**config.mk**
```make
export PLATFORM = sky130hd
export DESIGN_NAME = hack_uart_loader_flat
export DESIGN_NICKNAME = d
export VERILOG_FILES = /design/src/rtl/hack_uart_loader_if.sv /design/src/rtl/hack_uart_loader.sv /design/src/flat_wrapper.sv
export SDC_FILE = /design/constraint.sdc
export NUM_CORES = 1
export LEC_CHECK = 0
export CORE_UTILIZATION = 49
export DETAILED_ROUTE_END_ITERATION = 7
export PLACE_DENSITY = 0.72
export SETUP_SLACK_MARGIN = 0.2
export SLEW_MARGIN = 10
export SYNTH_ARGS = -nofsm -noshare
export SYNTH_HDL_FRONTEND = slang
export SYNTH_SLANG_ARGS = --single-unit
```
**constraint.sdc**
```tcl
create_clock -name clk -period 3.1 [get_ports clk]
set_input_delay 0.93 -clock clk [delete_from_list [all_inputs] [get_ports clk]]
set_output_delay 0.93 -clock clk [all_outputs]
set_load 0.02 [all_outputs]
```
**src/rtl/hack_uart_loader_if.sv**
```systemverilog
// Loader-side bundle: UART receive line in, ROM write port and CPU control out.
interface hack_uart_loader_if #(
    parameter int unsigned ROM_AW = 15
);
    logic              uart_rxd;
    logic              rom_we;
    logic [ROM_AW-1:0] rom_waddr;
    logic [15:0]       rom_wdata;
    logic              cpu_hold;
    logic              load_done;
    logic              load_err;

    modport master (
        input  uart_rxd,
        output rom_we, rom_waddr, rom_wdata, cpu_hold, load_done, load_err
    );

    modport slave (
        output uart_rxd,
        input  rom_we, rom_waddr, rom_wdata, cpu_hold, load_done, load_err
    );
endinterface

```
**src/rtl/hack_uart_loader.sv**
```systemverilog
// UART (8N1) program loader: receives SYNC, LEN_H, LEN_L, N x {HI, LO} and writes
// each word into instruction ROM while holding the Hack CPU in reset.
module hack_uart_loader #(
    parameter int unsigned CLK_FREQ    = 25_000_000,
    parameter int unsigned BAUD        = 115_200,
    parameter int unsigned ROM_AW      = 15,
    parameter logic [7:0]  SYNC_BYTE   = 8'hA5,
    parameter int unsigned TIMEOUT_CYC = 2_500_000
) (
    input logic                clk,
    input logic                rst_n,
    hack_uart_loader_if.master bus
);
    localparam int unsigned CLKS_PER_BIT = CLK_FREQ / BAUD;
    localparam int unsigned CNT_W        = $clog2(CLKS_PER_BIT + 1);
    localparam int unsigned TO_W         = $clog2(TIMEOUT_CYC + 1);
    localparam logic [CNT_W-1:0] HALF_LAST = CNT_W'(CLKS_PER_BIT / 2 - 1);
    localparam logic [CNT_W-1:0] BIT_LAST  = CNT_W'(CLKS_PER_BIT - 1);
    localparam logic [TO_W-1:0]  TO_LAST   = TO_W'(TIMEOUT_CYC - 1);
    localparam logic [16:0]      MAX_WORDS = 17'(2 ** ROM_AW);

    typedef enum logic [1:0] {R_IDLE, R_START, R_DATA, R_STOP} rx_state_t;
    typedef enum logic [2:0] {IDLE, LEN_H, LEN_L, DATA_H, DATA_L, DONE, ERR} ld_state_t;

    rx_state_t        rx_state, rx_next;
    logic             rx_meta, rx_sync;
    logic [CNT_W-1:0] rx_cnt;
    logic [2:0]       rx_bit;
    logic [7:0]       rx_shift;
    logic             byte_valid, frame_err;
    logic             tick_half, tick_bit;

    assign tick_half = (rx_cnt == HALF_LAST);
    assign tick_bit  = (rx_cnt == BIT_LAST);

    always_ff @(posedge clk) begin
        if (!rst_n) rx_state <= R_IDLE;
        else        rx_state <= rx_next;
    end

    always_comb begin
        rx_next = rx_state;
        case (rx_state)
            R_IDLE:  if (!rx_sync) rx_next = R_START;
            R_START: if (tick_half) rx_next = rx_sync ? R_IDLE : R_DATA;
            R_DATA:  if (tick_bit && rx_bit == 3'd7) rx_next = R_STOP;
            R_STOP:  if (tick_bit) rx_next = R_IDLE;
            default: rx_next = R_IDLE;
        endcase
    end

    always_ff @(posedge clk) begin
        if (!rst_n) begin
            rx_meta    <= 1'b1;
            rx_sync    <= 1'b1;
            rx_cnt     <= '0;
            rx_bit     <= '0;
            rx_shift   <= '0;
            byte_valid <= 1'b0;
            frame_err  <= 1'b0;
        end else begin
            rx_meta    <= bus.uart_rxd;
            rx_sync    <= rx_meta;
            byte_valid <= 1'b0;
            frame_err  <= 1'b0;
            rx_cnt     <= rx_cnt + 1'b1;
            case (rx_state)
                R_IDLE: begin
                    rx_cnt <= '0;
                    rx_bit <= '0;
                end
                R_START: if (tick_half) rx_cnt <= '0;
                R_DATA: if (tick_bit) begin
                    rx_cnt   <= '0;
                    rx_shift <= {rx_sync, rx_shift[7:1]};
                    rx_bit   <= rx_bit + 1'b1;
                end
                R_STOP: if (tick_bit) begin
                    rx_cnt     <= '0;
                    byte_valid <= rx_sync;
                    frame_err  <= !rx_sync;
                end
                default: rx_cnt <= '0;
            endcase
        end
    end

    ld_state_t         state, state_next;
    logic [7:0]        len_hi, data_hi;
    logic [15:0]       n_words, n_written;
    logic [16:0]       rx_len;
    logic [TO_W-1:0]   to_cnt;
    logic              in_frame, timeout;
    logic              rom_we, cpu_hold;
    logic [ROM_AW-1:0] rom_waddr;
    logic [15:0]       rom_wdata;

    assign rx_len   = {1'b0, len_hi, rx_shift};
    assign in_frame = state inside {LEN_H, LEN_L, DATA_H, DATA_L};
    // A byte arriving in the same cycle as the deadline cancels the timeout.
    assign timeout  = in_frame && !byte_valid && (to_cnt == TO_LAST);

    always_ff @(posedge clk) begin
        if (!rst_n) state <= IDLE;
        else        state <= state_next;
    end

    always_comb begin
        state_next = state;
        case (state)
            IDLE, ERR: if (byte_valid && rx_shift == SYNC_BYTE) state_next = LEN_H;
            DONE:      state_next = IDLE;
            default: begin
                if (frame_err || timeout) state_next = ERR;
                else if (byte_valid) begin
                    case (state)
                        LEN_H:   state_next = LEN_L;
                        LEN_L: begin
                            if (rx_len == '0)            state_next = DONE;
                            else if (rx_len > MAX_WORDS) state_next = ERR;
                            else                         state_next = DATA_H;
                        end
                        DATA_H:  state_next = DATA_L;
                        DATA_L:  state_next = (n_written + 16'd1 == n_words) ? DONE : DATA_H;
                        default: state_next = ERR;
                    endcase
                end
            end
        endcase
    end

    always_ff @(posedge clk) begin
        if (!rst_n) begin
            rom_we    <= 1'b0;
            rom_waddr <= '0;
            rom_wdata <= '0;
            cpu_hold  <= 1'b0;
            len_hi    <= '0;
            data_hi   <= '0;
            n_words   <= '0;
            n_written <= '0;
            to_cnt    <= '0;
        end else begin
            rom_we <= 1'b0;
            to_cnt <= (in_frame && !byte_valid) ? to_cnt + 1'b1 : '0;
            // Address advances after the strobe, except past the final word.
            if (rom_we && n_written != n_words) rom_waddr <= rom_waddr + 1'b1;
            if (byte_valid) begin
                case (state)
                    IDLE, ERR: if (rx_shift == SYNC_BYTE) begin
                        cpu_hold  <= 1'b1;
                        rom_waddr <= '0;
                        n_written <= '0;
                    end
                    LEN_H:  len_hi  <= rx_shift;
                    LEN_L:  n_words <= rx_len[15:0];
                    DATA_H: data_hi <= rx_shift;
                    DATA_L: begin
                        rom_we    <= 1'b1;
                        rom_wdata <= {data_hi, rx_shift};
                        n_written <= n_written + 16'd1;
                    end
                    default: ;
                endcase
            end
            if (state == DONE) cpu_hold <= 1'b0;
        end
    end

    always_comb begin
        bus.rom_we    = rom_we;
        bus.rom_waddr = rom_waddr;
        bus.rom_wdata = rom_wdata;
        bus.cpu_hold  = cpu_hold;
        bus.load_done = (state == DONE);
        bus.load_err  = (state == ERR);
    end
endmodule

```
**src/flat_wrapper.sv**
```systemverilog
// flat-port wrapper written by rule: the top's interface ports become plain ports
module hack_uart_loader_flat 
#(
    parameter int unsigned CLK_FREQ    = 25_000_000,
    parameter int unsigned BAUD        = 115_200,
    parameter int unsigned ROM_AW      = 15,
    parameter logic [7:0]  SYNC_BYTE   = 8'hA5,
    parameter int unsigned TIMEOUT_CYC = 2_500_000
)
  (clk, rst_n, bus_uart_rxd, bus_rom_we, bus_rom_waddr, bus_rom_wdata, bus_cpu_hold, bus_load_done, bus_load_err);
  hack_uart_loader_if #(.ROM_AW(ROM_AW)) bus_i ();
  input logic clk;
  input logic rst_n;
  input wire logic [$bits(bus_i.uart_rxd)-1:0] bus_uart_rxd;
  output wire logic [$bits(bus_i.rom_we)-1:0] bus_rom_we;
  output wire logic [$bits(bus_i.rom_waddr)-1:0] bus_rom_waddr;
  output wire logic [$bits(bus_i.rom_wdata)-1:0] bus_rom_wdata;
  output wire logic [$bits(bus_i.cpu_hold)-1:0] bus_cpu_hold;
  output wire logic [$bits(bus_i.load_done)-1:0] bus_load_done;
  output wire logic [$bits(bus_i.load_err)-1:0] bus_load_err;
  assign bus_i.uart_rxd = bus_uart_rxd;
  assign bus_rom_we = bus_i.rom_we;
  assign bus_rom_waddr = bus_i.rom_waddr;
  assign bus_rom_wdata = bus_i.rom_wdata;
  assign bus_cpu_hold = bus_i.cpu_hold;
  assign bus_load_done = bus_i.load_done;
  assign bus_load_err = bus_i.load_err;
  hack_uart_loader #(.CLK_FREQ(CLK_FREQ), .BAUD(BAUD), .ROM_AW(ROM_AW), .SYNC_BYTE(SYNC_BYTE), .TIMEOUT_CYC(TIMEOUT_CYC)) u_core (.clk(clk), .rst_n(rst_n), .bus(bus_i));
endmodule
```
==> run summary, run 1 <==
Setup crit start kind -> flop
CTS buffer count -> 17
Vias in the first global route -> 4879
Status -> completed
Syn nets -> 765
Total die area -> 0.0133 mm2
Routed vias/inst -> 5.43
Length of the first detailed-routing pass in iterations -> 5
Post-synth EDFFs -> 0
DP Worst Slack -> 367 ps
Input/output buffers -> 37
Share of post-route cells with drive strength above 1 -> 0.0701
Power Density -> 492 mW/mm2
Slew HR -> 0.505
Post_cts resized -> 3
Nets -> 782
Clock Root Buffer -> clkbuf_16
Count of cell types in the netlist -> 66
Pin count of the biggest net entering global routing -> 68
Worst EP arrival -> 2950 ps
DRC Markers -> 0
Crit share post-route -> 0.858
WHS -> 424 ps
Grt total ovfl -> 0
Final Hold Vio Count -> 0
N_diodes -> 0
Starting Density -> 0.501
Cell family with most CP delay -> compound AO/OA/AOI/OAI gates
Sequential area share after synthesis -> 0.417
Hold Buf Count CTS -> 0
Clock buffer depth -> 2
P&R area growth vs syn -> 15.8%
Number of synthesized register bits -> 131
Crit path buffers/inverters -> 0
Fmax -> 376 MHz
Hpwl dp -> 9160 um
Crit path max-delay cell type -> a2111oi_2
Worst-path clk slew -> 60 ps
Post-synth ARST share -> 0
Post-CTS Setup Inserts -> 0
Die Y -> 115 um
CTS tree -> done
Endpoint class of the critical path -> flop
Syn Inst Count -> 755
Crit-path cells -> ha_1, and4_1, nand3_4, o21a_1, o22a_1, a2111oi_2, a21bo_1, a21oi_1
DRT iter0 DRCs -> 269
Vias -> 5194
Synth area leaders -> dfxtp_1, nand2_1, a21boi_0
Clk sinks -> 131
Max incr delay on CP -> 480 ps
Final total power -> 3.59 mW
Drt wl/cell -> 14.1 um
VDD IR max -> 0.309 mV
Tmin final -> 2660 ps
Post-synth top flop -> dfxtp_1
Initial antenna violation count -> 0
Clock Latency Late Sink -> 420 ps
# H-tree levels -> 4
Syn Std Cell Area -> 0.00630 mm2
Die X -> 115 um
Top-area cell type share of the netlist area -> 0.417
FF/Latch Area -> 0.00263 mm2
P_leak -> 2.45 nW
RSZ-0062 raised after global routing -> no
Avg Inst Size Synth -> 8.34 um2
Routed wire length -> 13500 um
Worst-path maximum fanout -> 8
Leading area contributor after synthesis -> dfxtp_1
Max_cap viols -> 0
Critical path class -> reg2reg
Req. time, crit path -> 3390 ps
Fillers -> 1129
Yosys Warn Count -> 0
Cell Rows -> 41
Boundary Pins -> 38
Multi-input logic area -> 0.00342 mm2
Sum of negative setup slack -> 0 ps
Worst setup margin -> 440 ps
First-pass GRT wire length -> 22800 um
Slew @ Worst Pin -> 740 ps
Core area -> 0.0126 mm2
Antenna-violating nets left -> 0
Final slew viol count -> 0
GP Congestion -> 0.871
Worst hold path class -> reg2reg
# setup viols final -> 0
Total track usage -> 0.218
Final Skew -> 16.5 ps
[kinds of logic (layout without fill, tap and decap cells)]
logic type                 after synthesis  in the layout  synth area share
muxes                                   15             15            0.0238
DFF                                    131            131             0.417
AOI/OAI and AO/OA                      127            127             0.142
and+or+nand+nor                        351            351             0.270
buffers and inverters                   60             90            0.0407
adders and majority gates                7              7            0.0139
xor gates and xnor gates                64             64            0.0926
[worst paths after layout]
path / start / to / slack (ps) / depth (start not counted)
setup / recovery: u_core.n_written[0]$_SDFFE_PN0P_ / u_core.state[1]$_SDFFE_PN0P_ / 440 / 8
setup reg to reg: u_core.n_written[0]$_SDFFE_PN0P_ / u_core.state[1]$_SDFFE_PN0P_ / 440 / 8
hold reg to reg: u_core.rx_meta$_SDFF_PN1_ / u_core.rx_sync$_SDFF_PN1_ / 420 / 1
hold / removal: u_core.rx_meta$_SDFF_PN1_ / u_core.rx_sync$_SDFF_PN1_ / 420 / 1
[area by class of cell]
cell class | count | share of cell area
well taps | 172 | 0.0295
clock inverters | 11 | 0.0144
inverters | 16 | 0.00824
multi-input cells | 564 | 0.470
flip-flops and latches | 131 | 0.360
repair buffers | 42 | 0.0560
clock buffers | 21 | 0.0618
[power breakdown]
part	switching [mW]	internal [mW]	total, mW
Clock	0.737	1.12	1.86
Sequential	0.00161	1.69	1.69
Combinational	0.0211	0.0164	0.0375
Total	0.760	2.83	3.59
[flip-flops by register name (all words and copies together), names as in the netlist, 3 cells and up, named ones only]
register / flops
u_core.bus.rom_waddr: 15
u_core.bus.rom_wdata: 16
u_core.data_hi: 8
u_core.len_hi: 8
u_core.n_words: 16
u_core.n_written: 16
u_core.rx_bit: 3
u_core.rx_cnt: 8
u_core.rx_shift: 8
u_core.state: 3
u_core.to_cnt: 22
[cells in the mapped netlist, types with 3 or more instances]
cell / n
nand2_1: 136
dfxtp_1: 131
nor2_1: 72
a21boi_0: 52
xnor2_1: 32
clkbuf_1: 29
xor2_1: 29
nand3_1: 23
nor2b_1: 21
o21ai_0: 21
a21oi_1: 18
nor3_1: 17
inv_1: 16
and3_1: 15
mux2i_1: 15
nand4_1: 15
or3_1: 11
buf_2: 10
ha_1: 7
nor4_1: 7
and4_1: 6
a22oi_1: 4
and2_1: 4
nand2b_1: 4
a31oi_1: 3
buf_4: 3
nand4b_1: 3
o2111ai_1: 3
o21a_1: 3
xor2_2: 3
[metrics by stage]
| stage | std cells | utilization | cell area, um2 |
|---|---|---|---|
| floorplan | 755 | - | 6300 |
| global placement | 925 | 0.534 | 6720 |
| detailed placement | 925 | 0.534 | 6720 |
| CTS | 957 | 0.579 | 7280 |
| global route | 957 | 0.580 | 7290 |
| finish | 957 | 0.580 | 7290 |
[per-layer routing]
| layer | track usage | share of wire |
|---|---|---|
| met1 | 0.273 | 0.46 |
| met3 | 0.0453 | 0.045 |
| met5 | 0 | 0 |
| met4 | 0.109 | 0.020 |
| met2 | 0.355 | 0.48 |
[cell usage in the layout (no fill, tap or decap), types with 3 or more instances in the layout]
master,netlist,final
dfxtp_1,131,129
and2_1,4,4
clkinv_4,0,3
xor2_1,29,29
clkbuf_1,29,3
ha_1,7,7
nand3_1,23,23
and4_1,6,6
or3_1,11,11
a22oi_1,4,4
mux2i_1,15,15
o2111ai_1,3,3
xor2_2,3,3
o21ai_0,21,21
xnor2_1,32,32
nand4b_1,3,3
and3_1,15,15
nor4_1,7,7
o21a_1,3,3
buf_4,3,5
nand2_1,136,136
nor3_1,17,17
a21boi_0,52,52
clkdlybuf4s50_1,0,34
nor2b_1,21,21
inv_1,16,16
clkinvlp_4,0,4
clkbuf_16,0,17
a21oi_1,18,18
nor2_1,72,71
a31oi_1,3,3
nand2b_1,4,4
nand4_1,15,15
[worst reg2reg max path, stage by stage, from the launching register on]
cell       delay (ps)
dfxtp_1           450
ha_1              340
and4_1            410
nand3_4           140
o21a_1            240
o22a_1            220
a2111oi_2         480
a21bo_1           180
a21oi_1            80
No activity file was read; power rests on OpenSTA's default activity.
==> run 2: changes to the inputs <==
CORE_MARGIN = 2   (was not set)
CORE_UTILIZATION = 64   (was 49)
PLACE_DENSITY = 0.89   (was 0.72)
clock period = 3.29 ns   (was 3.1 ns; I/O delays follow)
==> run 2 against run 1 <==
Effect of this change:
- non-clock buffer count is the same
- clock power shrank 2%
- hold slack gained 3.6 ps
- global-route usage grew 5.8 points
- combinational power shrank 4%
- routed wire length grew 3.5%
- critical path depth shrank 3
- power shrank 4.0%
- cell count shrank 4.1%
- sequential share of layout area grew 0.21 points
- flip-flop and latch count is the same
- clock skew shrank 9.3 ps
- largest cell class unchanged
- largest power group unchanged
- highest routed layer unchanged
==> run summary, run 2 (synthesis results as in run 1) <==
Status -> completed
Starting Density -> 0.653
Max reg flops -> 22
Nets -> 782
Length of the first detailed-routing pass in iterations -> 5
Hpwl dp -> 9420 um
Drt wl/cell -> 15.2 um
DRC Markers -> 0
CTS buffer count -> 17
Die Y -> 103 um
# H-tree levels -> 4
P&R area growth vs syn -> 15.3%
Fin util -> 0.753
Vias in the first global route -> 5094
Sum of negative setup slack -> 0 ps
Fmax -> 333 MHz
CTS tree -> done
Internal power -> 2.69 mW
Pin count of the biggest net entering global routing -> 41
Slew @ Worst Pin -> 942 ps
Antenna-violating nets left -> 0
Slew HR -> 0.369
DRT iter0 DRCs -> 301
Share of post-route cells with drive strength above 1 -> 0.0739
GP Congestion -> 0.963
Final slew viol count -> 0
Input/output buffers -> 37
Routed wire length -> 13900 um
First-pass GRT wire length -> 23400 um
Post-CTS Setup Inserts -> 0
Req. time, crit path -> 2300 ps
Hold Buf Count CTS -> 0
Top reg by flops -> u_core.to_cnt
N_diodes -> 0
# setup viols final -> 0
Tmin final -> 3000 ps
Commonest non-fill, non-tap cell in the layout -> nand2_1
Core area -> 0.00964 mm2
Worst-path clk slew -> 60 ps
Sequential Power Share -> 0.462
Total track usage -> 0.276
Max_cap viols -> 0
Routed vias/inst -> 5.82
Endpoint class of the critical path -> output pin
P_leak -> 2.42 nW
Critical path class -> reg2out
Commonest non-fill, non-tap cells in the layout -> nand2_1, dfxtp_1, nor2_1, a21boi_0, clkdlybuf4s50_1
Clock Root Buffer -> clkbuf_8
Vias -> 5341
Worst EP arrival -> 2010 ps
Boundary Pins -> 38
Worst hold path class -> reg2reg
Initial antenna violation count -> 0
Clock buffer depth -> 2
Die X -> 103 um
Grt total ovfl -> 0
Clk sinks -> 131
Clock Latency Late Sink -> 530 ps
Sw frac -> 0.219
Setup crit start kind -> flop
Post_cts resized -> 2
Worst-path maximum fanout -> 10
Crit share post-route -> 0.912
VDD IR max -> 0.325 mV
Final Hold Vio Count -> 0
Psw -> 0.753 mW
Total die area -> 0.0106 mm2
RSZ-0062 raised after global routing -> yes
Cell Rows -> 36
Clock power frac -> 0.528
Power Density -> 474 mW/mm2
Final Skew -> 7.18 ps
Combinational share of power -> 0.010
==> run 2: cell count changes in the layout (fill, tap and decap cells not counted) <==
cell,delta
dlymetal6s2s_1,-2
clkinv_4,+2
inv_6,+1
bufinv_16,+1
dfxtp_4,+1
clkdlybuf4s50_1,+2
clkinv_2,-1
clkbuf_1,-2
dfxtp_1,-1
clkbuf_16,-1
==> run 2: metal layers <==
metal | routed length (um) | vias to the layer above | global-route usage
met2 | 6900 | 150 | 0.462
met4 | 382 | 0 | 0.127
met5 | 0 | - | 0
met1 | 6070 | 2537 | 0.342
met3 | 592 | 34 | 0.0598
li1 | - | 2620 | -
==> run 2: path summary, 6_finish.rpt <==
kind                                     from                      endpoint  slack [ps]  cells after the start
max              u_core.state[2]$_SDFFE_PN0P_                 bus_load_done         290                      5
min                 u_core.rx_meta$_SDFF_PN1_     u_core.rx_sync$_SDFF_PN1_         430                      1
max reg2reg  u_core.n_written[0]$_SDFFE_PN0P_  u_core.state[1]$_SDFFE_PN0P_         730                      8
min reg2reg         u_core.rx_meta$_SDFF_PN1_     u_core.rx_sync$_SDFF_PN1_         430                      1
==> run 2: power by group through the flow <==
stage	registers, mW	logic, mW	clock network [mW]
after global placement	1.62	0.0354	0
after detailed placement	1.62	0.0359	0
after floorplan	1.62	0.0287	0
after global routing	1.59	0.0390	1.90
after CTS	1.59	0.0361	1.83
final	1.59	0.0361	1.82
==> run 2: stage by stage <==
stage	instance area [um2]	std cells	hold WS (ps)	setup WS, ps	power [mW]
global route	7260	918	438	179	3.53
detailed placement	6670	886	421	571	1.66
floorplan	6300	755	386	1060	1.65
finish	7260	918	428	290	3.44
global placement	6670	886	405	588	1.66
CTS	7250	918	430	84.4	3.46
==> run 2: critical path: stages (launching register included) <==
cell             delay (ps)
dfxtp_2                 410
inv_1                   150
nor2_4                  150
nand2_1                 100
inv_1                    80
clkdlybuf4s50_1         590
==> run 2: cell type report <==
cell class,instances,area [um2]
flip-flops and latches,131,2630
fillers,736,2380
inverters,16,60.1
well taps,133,166
clock buffers,18,418
repair buffers,42,403
multi-input cells,564,3420
clock inverters,14,156
